### src/rtl/cpu_types_pkg.sv
// Shared CPU datapath types: word/register-select types, memory-stage FSM
// states and the writeback mux encodings carried through MEM/WB.
package cpu_types_pkg;

    localparam int WORD_W   = 32;
    localparam int REGSEL_W = 5;

    typedef logic [WORD_W-1:0]   word_t;
    typedef logic [REGSEL_W-1:0] regbits_t;

    typedef enum logic [1:0] {
        IDLE   = 2'd0,
        ACCESS = 2'd1,
        HALTED = 2'd2
    } memstate_t;

    // Writeback source select driven on memToReg.
    localparam logic [1:0] MEMTOREG_ALU = 2'd0;
    localparam logic [1:0] MEMTOREG_MEM = 2'd1;
    localparam logic [1:0] MEMTOREG_LUI = 2'd2;
    localparam logic [1:0] MEMTOREG_PC4 = 2'd3;

endpackage

### src/rtl/mem_link_reg.sv
// LL/SC link register: armed by a completed LL, disarmed by any completed
// store to the linked word or by an external coherence invalidate.
module mem_link_reg #(
    parameter int ADDR_W = 30
) (
    input  logic              CLK,
    input  logic              nRST,
    input  logic              set_en,
    input  logic [ADDR_W-1:0] set_addr,
    input  logic              store_en,
    input  logic [ADDR_W-1:0] store_addr,
    input  logic              link_clear,
    input  logic [ADDR_W-1:0] check_addr,
    output logic              link_valid,
    output logic              sc_match
);

    logic              link_valid_q, link_valid_d;
    logic [ADDR_W-1:0] link_addr_q,  link_addr_d;

    always_comb begin
        link_valid_d = link_valid_q;
        link_addr_d  = link_addr_q;
        if (set_en) begin
            link_valid_d = 1'b1;
            link_addr_d  = set_addr;
        end
        if (store_en && link_valid_q && (store_addr == link_addr_q)) begin
            link_valid_d = 1'b0;
        end
        // Invalidate is applied last so it beats a simultaneous LL completion.
        if (link_clear) begin
            link_valid_d = 1'b0;
        end
    end

    always_ff @(posedge CLK) begin
        if (!nRST) begin
            link_valid_q <= 1'b0;
            link_addr_q  <= '0;
        end else begin
            link_valid_q <= link_valid_d;
            link_addr_q  <= link_addr_d;
        end
    end

    assign link_valid = link_valid_q;
    assign sc_match   = link_valid_q && (check_addr == link_addr_q);

endmodule

### src/rtl/mem_stage.sv
// MIPS memory stage: issues one data-cache access at a time, waits for dhit,
// and writes a registered single-cycle-valid payload into the MEM/WB latch.
module mem_stage
    import cpu_types_pkg::*;
#(
    parameter int DATA_W = 32,
    parameter int WSEL_W = 5
) (
    input  logic              CLK,
    input  logic              nRST,
    input  logic              exmem_valid,
    input  logic              memRead,
    input  logic              memWrite,
    input  logic              llOp,
    input  logic              scOp,
    input  logic [DATA_W-1:0] aluResult,
    input  logic [DATA_W-1:0] storeData,
    input  logic              regWr_in,
    input  logic [WSEL_W-1:0] wsel_in,
    input  logic [1:0]        memToReg_in,
    input  logic              halt_in,
    input  logic [DATA_W-1:0] luiValue_in,
    input  logic [DATA_W-1:0] pc4_in,
    input  logic              link_clear,
    input  logic              dhit,
    input  logic [DATA_W-1:0] dmemload,
    output logic              dmemREN,
    output logic              dmemWEN,
    output logic [DATA_W-1:0] dmemaddr,
    output logic [DATA_W-1:0] dmemstore,
    output logic              mem_stall,
    output logic              memwb_valid,
    output logic [DATA_W-1:0] dmemload_out,
    output logic [DATA_W-1:0] portO_out,
    output logic [DATA_W-1:0] luiValue_out,
    output logic [DATA_W-1:0] pc4_out,
    output logic              regWr_out,
    output logic [WSEL_W-1:0] wsel_out,
    output logic [1:0]        memToReg_out,
    output logic              halt_out
);

    localparam logic [DATA_W-1:0] SC_OK = {{(DATA_W-1){1'b0}}, 1'b1};

    memstate_t state_q, state_d;

    // Outstanding request plus the control it must carry to writeback.
    logic              req_read_q,  req_read_d;
    logic              req_write_q, req_write_d;
    logic              req_ll_q,    req_ll_d;
    logic              req_sc_q,    req_sc_d;
    logic [DATA_W-1:0] req_addr_q,  req_addr_d;
    logic [DATA_W-1:0] req_data_q,  req_data_d;
    logic              pend_regwr_q,    pend_regwr_d;
    logic [WSEL_W-1:0] pend_wsel_q,     pend_wsel_d;
    logic [1:0]        pend_memtoreg_q, pend_memtoreg_d;
    logic              pend_halt_q,     pend_halt_d;
    logic [DATA_W-1:0] pend_lui_q,      pend_lui_d;
    logic [DATA_W-1:0] pend_pc4_q,      pend_pc4_d;

    // MEM/WB payload.
    logic              memwb_valid_q,  memwb_valid_d;
    logic [DATA_W-1:0] dmemload_out_q, dmemload_out_d;
    logic [DATA_W-1:0] porto_q,        porto_d;
    logic [DATA_W-1:0] lui_out_q,      lui_out_d;
    logic [DATA_W-1:0] pc4_out_q,      pc4_out_d;
    logic              regwr_out_q,    regwr_out_d;
    logic [WSEL_W-1:0] wsel_out_q,     wsel_out_d;
    logic [1:0]        memtoreg_out_q, memtoreg_out_d;
    logic              halt_out_q,     halt_out_d;

    logic is_mem;
    logic sc_match;
    logic link_valid;
    logic link_set;
    logic store_done;

    assign is_mem = memRead | memWrite | llOp | scOp;

    mem_link_reg #(
        .ADDR_W (DATA_W - 2)
    ) u_link (
        .CLK        (CLK),
        .nRST       (nRST),
        .set_en     (link_set),
        .set_addr   (req_addr_q[DATA_W-1:2]),
        .store_en   (store_done),
        .store_addr (req_addr_q[DATA_W-1:2]),
        .link_clear (link_clear),
        .check_addr (aluResult[DATA_W-1:2]),
        .link_valid (link_valid),
        .sc_match   (sc_match)
    );

    always_comb begin
        state_d         = state_q;
        req_read_d      = req_read_q;
        req_write_d     = req_write_q;
        req_ll_d        = req_ll_q;
        req_sc_d        = req_sc_q;
        req_addr_d      = req_addr_q;
        req_data_d      = req_data_q;
        pend_regwr_d    = pend_regwr_q;
        pend_wsel_d     = pend_wsel_q;
        pend_memtoreg_d = pend_memtoreg_q;
        pend_halt_d     = pend_halt_q;
        pend_lui_d      = pend_lui_q;
        pend_pc4_d      = pend_pc4_q;
        memwb_valid_d   = 1'b0;
        dmemload_out_d  = dmemload_out_q;
        porto_d         = porto_q;
        lui_out_d       = lui_out_q;
        pc4_out_d       = pc4_out_q;
        regwr_out_d     = regwr_out_q;
        wsel_out_d      = wsel_out_q;
        memtoreg_out_d  = memtoreg_out_q;
        halt_out_d      = halt_out_q;
        link_set        = 1'b0;
        store_done      = 1'b0;

        case (state_q)
            IDLE: begin
                if (exmem_valid) begin
                    if (is_mem && !(scOp && !sc_match)) begin
                        req_read_d      = memRead | llOp;
                        req_write_d     = memWrite | scOp;
                        req_ll_d        = llOp;
                        req_sc_d        = scOp;
                        req_addr_d      = aluResult;
                        req_data_d      = storeData;
                        pend_regwr_d    = regWr_in;
                        pend_wsel_d     = wsel_in;
                        pend_memtoreg_d = memToReg_in;
                        pend_halt_d     = halt_in;
                        pend_lui_d      = luiValue_in;
                        pend_pc4_d      = pc4_in;
                        state_d         = ACCESS;
                    end else begin
                        // Non-memory op or a failed SC retires straight away.
                        memwb_valid_d  = 1'b1;
                        dmemload_out_d = '0;
                        porto_d        = scOp ? '0 : aluResult;
                        lui_out_d      = luiValue_in;
                        pc4_out_d      = pc4_in;
                        regwr_out_d    = regWr_in;
                        wsel_out_d     = wsel_in;
                        memtoreg_out_d = memToReg_in;
                        halt_out_d     = halt_out_q | halt_in;
                        if (halt_in) begin
                            state_d = HALTED;
                        end
                    end
                end
            end
            ACCESS: begin
                if (dhit) begin
                    memwb_valid_d  = 1'b1;
                    dmemload_out_d = dmemload;
                    porto_d        = req_sc_q ? SC_OK : req_addr_q;
                    lui_out_d      = pend_lui_q;
                    pc4_out_d      = pend_pc4_q;
                    regwr_out_d    = pend_regwr_q;
                    wsel_out_d     = pend_wsel_q;
                    memtoreg_out_d = pend_memtoreg_q;
                    halt_out_d     = halt_out_q | pend_halt_q;
                    link_set       = req_ll_q;
                    store_done     = req_write_q;
                    state_d        = pend_halt_q ? HALTED : IDLE;
                end
            end
            HALTED: begin
            end
            default: begin
                state_d = IDLE;
            end
        endcase
    end

    always_ff @(posedge CLK) begin
        if (!nRST) begin
            state_q         <= IDLE;
            req_read_q      <= 1'b0;
            req_write_q     <= 1'b0;
            req_ll_q        <= 1'b0;
            req_sc_q        <= 1'b0;
            req_addr_q      <= '0;
            req_data_q      <= '0;
            pend_regwr_q    <= 1'b0;
            pend_wsel_q     <= '0;
            pend_memtoreg_q <= '0;
            pend_halt_q     <= 1'b0;
            pend_lui_q      <= '0;
            pend_pc4_q      <= '0;
            memwb_valid_q   <= 1'b0;
            dmemload_out_q  <= '0;
            porto_q         <= '0;
            lui_out_q       <= '0;
            pc4_out_q       <= '0;
            regwr_out_q     <= 1'b0;
            wsel_out_q      <= '0;
            memtoreg_out_q  <= '0;
            halt_out_q      <= 1'b0;
        end else begin
            state_q         <= state_d;
            req_read_q      <= req_read_d;
            req_write_q     <= req_write_d;
            req_ll_q        <= req_ll_d;
            req_sc_q        <= req_sc_d;
            req_addr_q      <= req_addr_d;
            req_data_q      <= req_data_d;
            pend_regwr_q    <= pend_regwr_d;
            pend_wsel_q     <= pend_wsel_d;
            pend_memtoreg_q <= pend_memtoreg_d;
            pend_halt_q     <= pend_halt_d;
            pend_lui_q      <= pend_lui_d;
            pend_pc4_q      <= pend_pc4_d;
            memwb_valid_q   <= memwb_valid_d;
            dmemload_out_q  <= dmemload_out_d;
            porto_q         <= porto_d;
            lui_out_q       <= lui_out_d;
            pc4_out_q       <= pc4_out_d;
            regwr_out_q     <= regwr_out_d;
            wsel_out_q      <= wsel_out_d;
            memtoreg_out_q  <= memtoreg_out_d;
            halt_out_q      <= halt_out_d;
        end
    end

    // Stall releases in the dhit cycle so upstream advances on the same edge
    // that retires the access.
    assign mem_stall = (state_q == ACCESS) && !dhit;
    assign dmemREN   = (state_q == ACCESS) && req_read_q;
    assign dmemWEN   = (state_q == ACCESS) && req_write_q;
    assign dmemaddr  = {req_addr_q[DATA_W-1:2], 2'b00};
    assign dmemstore = req_data_q;

    assign memwb_valid  = memwb_valid_q;
    assign dmemload_out = dmemload_out_q;
    assign portO_out    = porto_q;
    assign luiValue_out = lui_out_q;
    assign pc4_out      = pc4_out_q;
    assign regWr_out    = regwr_out_q;
    assign wsel_out     = wsel_out_q;
    assign memToReg_out = memtoreg_out_q;
    assign halt_out     = halt_out_q;

endmodule

### config.mk
export PLATFORM = sky130hd
export DESIGN_NAME = mem_stage
export DESIGN_NICKNAME = d
export VERILOG_FILES = /design/src/rtl/cpu_types_pkg.sv /design/src/rtl/mem_link_reg.sv /design/src/rtl/mem_stage.sv
export SDC_FILE = /design/constraint.sdc
export NUM_CORES = 1
export LEC_CHECK = 0
export ABC_AREA = 1
export CAP_MARGIN = 20
export CORE_ASPECT_RATIO = 1.75
export CORE_UTILIZATION = 40
export CTS_BUF_LIST = sky130_fd_sc_hd__clkbuf_2 sky130_fd_sc_hd__clkbuf_4 sky130_fd_sc_hd__clkbuf_8
export CTS_CLUSTER_SIZE = 20
export DETAILED_ROUTE_END_ITERATION = 8
export PLACE_DENSITY = 0.77
export SLEW_MARGIN = 0
export SYNTH_ARGS = -nofsm -noshare
export SYNTH_HDL_FRONTEND = slang
export SYNTH_SLANG_ARGS = --single-unit
### constraint.sdc
create_clock -name CLK -period 1.9 [get_ports CLK]
set_input_delay 0.38 -clock CLK [delete_from_list [all_inputs] [get_ports CLK]]
set_output_delay 0.38 -clock CLK [all_outputs]
set_load 0.01 [all_outputs]
==> flow_results.org <==
** Detailed routing
- The detailed router placed approximately 16k vias in this run.
- In the routed layout, each cell is associated on average with a via count of slightly above 5.
- Number of iterations in the first detailed-routing pass :: 7
- After detailed routing, the total wire length is around 57 mm.
- DRC errors left :: 0
- The detail route stage leaves a number of antenna-violating nets equal to 0.
- After detailed routing, the average wire length per cell comes to roughly 18 um.
- For this block, the initial DRC count from the detailed router was around 1.0k.

** GRT
- After global routing the overflow that remains totals 0.
- The first global-routing pass estimated slightly below 80 mm of wire.
- Initial antenna violation count :: 7
- GRT Util Overall :: roughly a quarter
- Pin count of the biggest net entering global routing :: 130
- Via count of the first global-routing pass :: 15.1k

** CTS
- TritonCTS built the clock tree.
- In this run, CTS created clock tree buffers numbering 47.
- CTS sink cnt :: about 310
- In this run the deepest clock path goes through 3 buffers.
- For the worst-skew pair, the clock arrives at the later sink with an insertion delay of 590 ps.
- Clock transition at the registers of the reported paths :: roughly 70 ps
- CTS placed an instance of sky130_fd_sc_hd__clkbuf_8 at the clock tree root.
- Number of levels in the clock H-tree :: 2

** Setup path
- The critical path contains buffers and inverters numbering 6 combined.
- On the worst path, the slowest cell contributes a delay of 590 ps.
- Capturing element type of the critical path :: register
- In this run the worst path has a maximum fanout of 6.
- For the worst setup path, the data arrival time is 2780 ps.
- Critical path's top delay family :: buffers and inverters
- STA puts the critical path data required time at about 2400 ps.
- Standard cell with the maximum stage delay on the critical path :: sky130_fd_sc_hd__clkdlybuf4s50_1
- Ordered cell list for the critical path :: clkdlybuf4s50_1 -> inv_1 -> nand2_1 -> nand2_1 -> inv_1 -> nand2_2 -> nor2_4 -> nand2_2 -> nor2_1 -> nand2_1 -> nand2_2 -> nand4_1 -> buf_6 -> buf_12 -> buf_16 -> nand2_4 -> nand2_2 -> nor2_2
- STA classifies the critical path startpoint as an input pin.
- The cell that appears most often on the critical path is sky130_fd_sc_hd__nand2_2.
- Crit Path Category :: in -> reg

** Placement
- At the end of routability-driven placement, the weighted congestion stood at around 0.93.
- Input and output buffers added on the ports amount to 380.
- Post-detailed-placement half-perimeter wirelength :: about 31 mm
- Dpl cell area :: around 0.019 mm^2

** STA
- Tightest Pin Transition :: 798 ps
- Final worst-path cycle share :: 120%
- After routing, the total negative slack on setup checks comes to -59,420 ps.
- The tightest hold path in the finished design has a slack of about 160 ps.
- Setup violations remaining at the end of the flow were counted as slightly below 300.
- The worst pin sits at a relative slew slack of between 40% and 50%.
- The number of hold-slack violations in the final timing report came to 0.
- Fin worst setup slack :: -376 ps
- Derived from the worst setup path, the maximum achievable clock frequency is approximately 440 MHz.
- Across the routed clock network, the largest skew measured is 19.0 ps.
- Number of pins with negative max-slew slack in the final report :: 0
- Setup repair after global routing could not meet its margin everywhere.
- Min Tclk post-route :: ~2300 ps

** Floorplanning
- # rows :: 91
- Starting Density :: between 40 and 50%
- I/O pin cnt :: between 300 and 400
- In this run the horizontal extent of the chip is ~150 um.
- The die is approximately 250 um tall.
- The region available for standard cell placement spans 0.0353 mm^2.
- Total die area :: around 0.037 mm^2

** Power
- Internal power :: around 0.014 W
- The analysis attributes to cell leakage a power of between 10 and 15 nW.
- Of the total power, the share spent switching nets is a little under a third.
- In this run the power spent charging and discharging nets is 0.00636 W.
- Proportion of power drawn by flip-flops and latches :: roughly 38%
- Maximum vdd ir drop :: around 0.00065 V
- In this run the power density over the cells is between 800 and 900 mW/mm^2.
- Per report_power, the clock group accounts for about 31% of the total.
- The share of total power dissipated in combinational logic is between 30% and 40%.
- Total power for the finished layout comes to between 0.015 and 0.02 W.

** Hold path
- Class of the tightest hold or removal check :: in -> reg

** Synth
- In this run, distinct cell masters in the synthesized netlist total 29.
- Summing every instance area after synthesis gives between 0.01 and 0.015 mm^2.
- Number of enable-type register cells in the synthesized netlist :: 0
- Total of flip-flops plus latches after synthesis :: 312
- In the synthesized netlist the dominant register cell turns out to be sky130_fd_sc_hd__dfxtp_1.
- Most repeated cell in the gate-level netlist after synthesis :: sky130_fd_sc_hd__nand2_1
- Synthesis handed over a netlist of around 2.2k instances.
- For this run, asynchronously set or reset flops after synthesis account for 0%.
- Dividing the synthesized area by the synthesized cell count gives approximately 6.4 um^2.
- The commonest cells after synthesis are sky130_fd_sc_hd__nand2_1 (693), sky130_fd_sc_hd__nor2_1 (518), sky130_fd_sc_hd__dfxtp_1 (312), sky130_fd_sc_hd__inv_1 (269), sky130_fd_sc_hd__o21ai_0 (105).
- Synth top area share :: 43.5%
- Post-synthesis sequential area ratio :: between 40% and 50%
- By area the synthesized netlist is led by sky130_fd_sc_hd__dfxtp_1 (43%), sky130_fd_sc_hd__nand2_1 (18%), sky130_fd_sc_hd__nor2_1 (14%), sky130_fd_sc_hd__inv_1 (7.0%), sky130_fd_sc_hd__o21ai_0 (3.7%).
- The biggest area contributor in the post-synthesis netlist is sky130_fd_sc_hd__dfxtp_1.
- Count of synthesis-stage warnings from yosys :: 0

** Finish
- The finished cells cover ~0.024 mm^2.
- Of the cells placed in the final design, the portion with a size suffix greater than 1 is 24.2%.
- Number of nets at the end of the flow :: between 2k and 3k
- Cells fill between 60% and 70% of the core in the end.
- Area Overhead vs Synth :: 65.1%

** Run status
- Failing checks :: setup timing
- Run status :: finished, violations left

** Job
- The tool flagged a number of max-cap violations equal to 0.
## logic make-up after synthesis
| group | Yosys count | synth area share (%) |
|---|---|---|
| AOI/OAI and AO/OA | 220 | 8.67 |
| xor gates and xnor gates | 20 | 1.22 |
| buffers and inverters | 437 | 13.1 |
| DFF | 312 | 43.5 |
| other | 1 | 0.0261 |
| and+or+nand+nor | 1258 | 33.5 |
## metrics by stage
stage / worst slack [ps] / std cells
after detailed placement: -838 / 3046
after global routing: -437 / 3220
final: -376 / 3220
after global placement: -795 / 3046
after floorplan: 184 / 2249
after CTS: -141 / 3186
## worst paths after layout
kind | startpoint | end | slack [ps] | depth (start not counted)
hold reg to reg | dmemload_out[29] | dmemload_out[29] | 460 | 2
setup reg to reg | u_link.link_addr_q[17] | pend_lui_q[15] | -280 | 17
hold / removal | aluResult[25] | req_addr_q[25] | 160 | 3
setup / recovery | aluResult[21] | pend_lui_q[15] | -380 | 18
## routing by layer
metal  share of wire, %  track usage [%]  up-vias
met5              0.051                0        -
met4                7.6             17.2        4
met3                6.3             4.55      289
met2                 51             48.7      781
met1                 35             27.4     7575
li1                   -                -     7683
## cell type report
type / instances / area, um^2
well taps: 465 / 582
repair buffers: 571 / 6960
flip-flops and latches: 312 / 6280
diodes: 5 / 12.5
clock inverters: 11 / 80.1
inverters: 277 / 1050
clock buffers: 76 / 977
multi-input cells: 1503 / 7760
fillers: 2620 / 11600
## worst reg2reg max path, delay by kind of cell (launching register included)
family        cells  cell delay [ps]
buf+inv           5              660
simple gates     12             1090
flops             1              360
## power by group through the flow
stage / sequential (W) / clock (W) / combinational, W
after CTS: 0.00749 / 0.00627 / 0.00504
after global routing: 0.00759 / 0.00660 / 0.00656
final: 0.00754 / 0.00623 / 0.00614
after floorplan: 0.00773 / 0 / 0.00205
after global placement: 0.00758 / 0 / 0.00405
after detailed placement: 0.00760 / 0 / 0.00413
## state kept, by name, summed over array words and instances, names as in the netlist, 2 cells and up
register            cells
dmemload_out           32
dmemstore              32
luiValue_out           32
memToReg_out            2
pc4_out                32
pend_lui_q             32
pend_memtoreg_q         2
pend_pc4_q             32
pend_wsel_q             5
portO_out              32
req_addr_q             32
state_q                 2
u_link.link_addr_q     30
wsel_out                5
## what timing repair did
action / CTS / global route
hold buffers: 0 / 0
gates cloned: 26 / 30
endpoints found under the setup margin: 372 / 399
buffers inserted: 28 / 10
pin swaps: 18 / 135
resized for setup: 228 / 497
## layout by cell type, fill, tap and decap left out, types with 31 or more instances in the layout
| cell type | instances |
|---|---|
| sky130_fd_sc_hd__nand2_1 | 526 |
| sky130_fd_sc_hd__clkdlybuf4s50_1 | 244 |
| sky130_fd_sc_hd__clkbuf_8 | 66 |
| sky130_fd_sc_hd__nand2_4 | 61 |
| sky130_fd_sc_hd__dlymetal6s2s_1 | 117 |
| sky130_fd_sc_hd__a21oi_1 | 42 |
| sky130_fd_sc_hd__dfxtp_1 | 281 |
| sky130_fd_sc_hd__nand2_2 | 106 |
| sky130_fd_sc_hd__inv_1 | 261 |
| sky130_fd_sc_hd__o21ai_0 | 105 |
| sky130_fd_sc_hd__dfxtp_2 | 31 |
| sky130_fd_sc_hd__nand3_1 | 35 |
| sky130_fd_sc_hd__nor2_4 | 52 |
| sky130_fd_sc_hd__buf_4 | 85 |
| sky130_fd_sc_hd__nor2_1 | 388 |
| sky130_fd_sc_hd__a32oi_1 | 31 |
| sky130_fd_sc_hd__nor2_2 | 78 |
No activity file was read; power rests on OpenSTA's default activity.
